## config.mk

```make
export PLATFORM = sky130hd
export DESIGN_NAME = demultiplexer_3_8
export DESIGN_NICKNAME = d
export VERILOG_FILES = /design/src/rtl/demultiplexer_3_8.sv
export SDC_FILE = /design/constraint.sdc
export NUM_CORES = 1
export LEC_CHECK = 0
export ABC_AREA = 1
export BUFFER_PORTS_ARGS = -buffer_cell sky130_fd_sc_hd__buf_2
export CAP_MARGIN = 20
export CELL_PAD_IN_SITES_DETAIL_PLACEMENT = 1
export CELL_PAD_IN_SITES_GLOBAL_PLACEMENT = 2
export CORE_MARGIN = 1
export CORE_UTILIZATION = 25
export DETAILED_ROUTE_END_ITERATION = 10
export PLACE_DENSITY = 0.86
export SLEW_MARGIN = 25
export SYNTH_ARGS = -nofsm -noshare
export SYNTH_HDL_FRONTEND = slang
export SYNTH_SLANG_ARGS = --single-unit
```

## constraint.sdc

```tcl
create_clock -name clk -period 1 [get_ports clk]
set_input_delay 0.1 -clock clk [delete_from_list [all_inputs] [get_ports clk]]
set_output_delay 0.1 -clock clk [all_outputs]
set_load 0.005 [all_outputs]
```

## src/rtl/demultiplexer_3_8.sv

```systemverilog
// Registered 1-to-2**SEL_W demultiplexer with one cycle of latency.
// Optional macro DEMUX_HOLD_EN: keep the last routed pattern while en is low.

module demultiplexer_3_8_lane #(
    parameter int SEL_W = 3,
    parameter int IDX   = 0
) (
    input  logic             clk,
    input  logic             rst_n,
    input  logic             en,
    input  logic [SEL_W-1:0] sel,
    input  logic             in,
    output logic             q
);
    logic hit;

    assign hit = (sel == SEL_W'(IDX));

    // sel is only looked at under en, so an undriven sel while idle never reaches q
    always_ff @(posedge clk or negedge rst_n) begin
        if (!rst_n) begin
            q <= 1'b0;
        end else if (en) begin
            q <= in & hit;
        end else begin
`ifdef DEMUX_HOLD_EN
            q <= q;
`else
            q <= 1'b0;
`endif
        end
    end
endmodule

module demultiplexer_3_8 #(
    parameter int SEL_W = 3,
    parameter int OUT_N = 2 ** SEL_W
) (
    input  logic             clk,
    input  logic             rst_n,
    input  logic             en,
    input  logic [SEL_W-1:0] sel,
    input  logic             in,
    output logic [OUT_N-1:0] out,
    output logic             out_valid
);
    // One flop per destination line; exactly one lane can match a given sel.
    for (genvar i = 0; i < OUT_N; i++) begin : g_lane
        demultiplexer_3_8_lane #(
            .SEL_W (SEL_W),
            .IDX   (i)
        ) u_lane (
            .clk   (clk),
            .rst_n (rst_n),
            .en    (en),
            .sel   (sel),
            .in    (in),
            .q     (out[i])
        );
    end

    always_ff @(posedge clk or negedge rst_n) begin
        if (!rst_n) begin
            out_valid <= 1'b0;
        end else begin
            out_valid <= en;
        end
    end
endmodule

```

# After elaboration in Yosys (flattened, before gate mapping)
# Cells that the tools add are included.
[totals] regBits=9 wordCells=33 output_inout_bits=9 mem_bits_rw=0 latchBits=0 rom_bits=0 inputBits=7 memories=0
[op_classes] bitwise=8 magnitude_cmp=0 n_shift=0 reduce_logical=1 mul=0 addsub=0 n_eq_ne=7 div=0 mux=8
[op_table] op="$eq 3x3->1 const B" n=4
[op_table] op="$and 1x1->1" n=8
[op_table] op="$mux 1" n=8
[op_table] op="$eq 3x2->1 const B" n=2
[op_table] op="$eq 3x1->1 const B" n=1
[op_table] op="$logic_not 3->1" n=1

# Depth between registers and ports, before layout
[logic_depth] word_depth=3 depth_mapped=3 ltp_nobuf=3

# By module
# Synthesis repeated with hierarchy kept, for this count alone.
[hier_totals] hier_cells=45 hier_area_um2=407.9
[modules_own_cells] module="demultiplexer_3_8_lane at g_lane[1].u_lane ..." seq_area_each_um2=25.0 cells_per_inst=6 area_each_um2=52.6 n_inst=3
[modules_own_cells] module="demultiplexer_3_8_lane at g_lane[5].u_lane ..." seq_area_each_um2=25.0 cells_per_inst=5 area_each_um2=48.8 n_inst=2
[modules_own_cells] module="demultiplexer_3_8_lane at g_lane[0].u_lane" seq_area_each_um2=25.0 cells_per_inst=7 area_each_um2=48.8 n_inst=1
[modules_own_cells] module="demultiplexer_3_8_lane at g_lane[3].u_lane" seq_area_each_um2=25.0 cells_per_inst=5 area_each_um2=41.3 n_inst=1
[modules_own_cells] module="demultiplexer_3_8_lane at g_lane[7].u_lane" seq_area_each_um2=25.0 cells_per_inst=4 area_each_um2=37.5 n_inst=1
[modules_own_cells] module="demultiplexer_3_8" seq_area_each_um2=25.0 cells_per_inst=1 area_each_um2=25.0 n_inst=1

# Worst setup path before layout
# No wires, ideal clock.
[synth_timing] path_kind="flip-flop to output port" from="register g_lane[0].u_lane.q" to="output port out[0]" t_required_ps=900 t_arrival_ps=458 stages_incl_launch_ff=2 n_path_buf=1 slack_ps=442 path_cell_list="dfrtp_1 > buf_4"
[synth_rtl] item="start, declared" line_no="13" rtl="output logic q"
[synth_rtl] item="start signal, assigned" line_no="24" rtl="q <= in & hit;"
[synth_rtl] item="end, declared" line_no="44" rtl="output logic [OUT_N-1:0] out,"
# No word-level cell between the ends.

# Final worst setup path
[layout_timing] from="register g_lane[1].u_lane.q" to="output port out[1]"
[layout_rtl] item="start, declared" line_no="13"
[layout_rtl] item="start signal, assigned" line_no="24"
# No word-level cell between the ends.

==> results.yml <==
clock_network:
  numCtsBuffers: 3
  cts.clk_slew.worst_paths_ns: 0.06
  hold_buffers: 2
  post_cts_resized: 0
  htreeDepth: 1
  clockBufferDepth: 2
  cts_tree: "done"
  cts.sinks: 9
  cts-root-buf: "clkbuf_4"
  cts_setup_buffers: 0
finish:
  multi_input_area_um2: 55.1
  layout-drive-gt1-share_pct: 38.3
  n_fill_cell: 163
  fin_nets: 55
  ff_latch_area_um2: 225
  layoutNonFillerInstCount: 62
  area_growth_pct: 22.8
  antenna_cells: 0
pwr:
  p_seq_share_pct: 53.9
  power_switching_mw: 0.144
  peakVddDrop_v: 0.000422
  power.leakage_nw: 0.255
  clkPwrFrac_pct: 38.7
  p_int_mw: 0.547
  comb_power_share_pct: 7.3
  pwr_density_cell_nw_per_um2: 1600
  netSwitchingFraction_pct: 20.8
sta:
  rsz0062_at_grt: "no"
  finalCritPeriodShare_pct: 83.1
  fmax_mhz: 1200
  tightest_slew_ns: 0.184
  max_slew_margin_pct: 87.8
  final_hold_viol_count: 0
  finalSetupTns_ns: 0
  setup_viol: 0
  slew_viol_final: 0
  period_needed_ns: 0.831
grt:
  first_global_vias: 218
  antenna_found_initial: 0
  track_usage_pct: 8.88
  grt_pass1_wl_um: 869
  grt_overflow: 0
  grt_max_degree: 10
worst_setup_path:
  cp-end-kind: "primary output"
  critical_path.slowest_cell: "dfrtp_1"
  critPathArrivalTime_ns: 0.73
  critPathKind: "register to primary output"
  path_buf_inv: 1
  cpLargestDelayFamily: "flip-flops"
  critPathMaxStageDelay_ns: 0.36
  path_cells: "buf_2"
  crit_fanout: 1
  critPathLaunchType: "register"
  cp.required_ns: 0.90
yosys:
  synth.net_count: 41
  synthCells: 34
  yosysSeqAreaShare_pct: 64.1
  netlist_top_cells_area: "dfrtp_1 64%, buf_4 17%, nor2_1 8.5%"
  syn_area_per_cell_um2: 10.3
  synth_top_cell_by_area: "dfrtp_1"
  synth-seq-cells: 9
  synth_cell_types: 6
  yosysWarnings: 0
  synth_top_area_share_pct: 64.1
  synthesis.area_um2: 352
routing:
  routedWlPerCell_um: 8.03
  viasPerCell: 3.89
  drc: 0
  wirelength_um: 498
  ant_nets: 0
  vias: 241
  first_pass_iters: 2
  drt_iter0_markers: 1
floorplan:
  initial_core_util_pct: 27.0
  num_rows: 13
  die_x_um: 39.5
  design.core.area_um2: 1300
  ios: 16
  dieArea_um2: 1560
  die_y_um: 39.5
worst_hold_path:
  worstHoldEndpoint: "g_lane[6].u_lane.q"
  hold_path_class: "input port to register"
  min_from: "sel[1]"
  holdPathStages: 3
place:
  port_buffers: 15
  place_hpwl_um: 420
  gp_congestion: 0.603
  dp_cells: 56
status:
  outcome: "completed"
run:
  cap_violations: 0
power groups by stage:
| stage | clock, mW | sequential, mW | combinational, mW |
|---|---|---|---|
| floorplan | 0 | 0.380 | 0.0215 |
| global placement | 0 | 0.379 | 0.0446 |
| detailed placement | 0 | 0.380 | 0.0462 |
| CTS | 0.280 | 0.373 | 0.0521 |
| global route | 0.297 | 0.373 | 0.0607 |
| finish | 0.268 | 0.373 | 0.0507 |
stage by stage:
step | cell area (um^2) | utilization (%) | power, mW | worst slack [ns] | hold WS [ns]
2_1_floorplan | 352 | - | 0.401 | 0.442 | -0.196
3_3_place_gp | 385 | 29.6 | 0.424 | 0.431 | -0.0497
3_5_place_dp | 385 | 29.6 | 0.426 | 0.423 | -0.0446
4_1_cts | 432 | 33.2 | 0.705 | 0.153 | 0.111
5_1_grt | 432 | 33.2 | 0.730 | 0.112 | 0.144
6_report | 432 | 33.2 | 0.691 | 0.169 | 0.116
metal layers:
| layer | share of wire [%] | wire length (um) | up-vias | track usage, % |
|---|---|---|---|---|
| met5 | 0 | 0 | - | 0 |
| met4 | 4.0 | 20 | 0 | 7.76 |
| met3 | 6.2 | 31 | 5 | 3.41 |
| met2 | 49 | 245 | 11 | 13.1 |
| met1 | 40 | 200 | 106 | 9.75 |
| li1 | - | - | 119 | - |
area by class of cell:
type,count,area share [%]
Inverter,3,2.61
Tap cell,15,4.35
Clock buffer,4,6.09
Sequential cell,9,52.2
Timing Repair Buffer,17,22.0
Multi-Input combinational cell,14,12.8
registers in the layout, indices dropped and copies added (netlist names):
register / count
g_lane.u_lane.q: 8
out_valid: 1
Yosys cell counts, drive strengths merged:
cell,instances
dfrtp,9
buf,8
nor2,8
nand2,4
inv,3
nand3,2
layout by cell type (no fill, tap or decap):
cell type / n
buf_2: 15
clkbuf_1: 1
clkbuf_4: 3
dfrtp_1: 9
dlygate4sd3_1: 2
inv_1: 3
nand2_1: 4
nand3_1: 2
nor2_1: 8
cells by family (layout without fill, tap and decap cells):
family | Yosys count | count (layout) | share of synthesized area [%]
simple gates | 14 | 14 | 15.7
buf+inv | 11 | 24 | 20.3
flops | 9 | 9 | 64.1
how the worst max path moves through the flow:
stage	from	endpoint	slack, ns	cells past startpoint
2_1_floorplan	g_lane[0].u_lane.q	out[0]	0.44	1
4_1_cts	g_lane[4].u_lane.q	out[4]	0.15	1
6_report	g_lane[1].u_lane.q	out[1]	0.17	1
5_1_grt	en	g_lane[1].u_lane.q	0.11	4
3_3_place_gp	sel[2]	g_lane[2].u_lane.q	0.43	4
3_5_place_dp	sel[2]	g_lane[2].u_lane.q	0.42	4
Power figures use the tool's default switching activity.
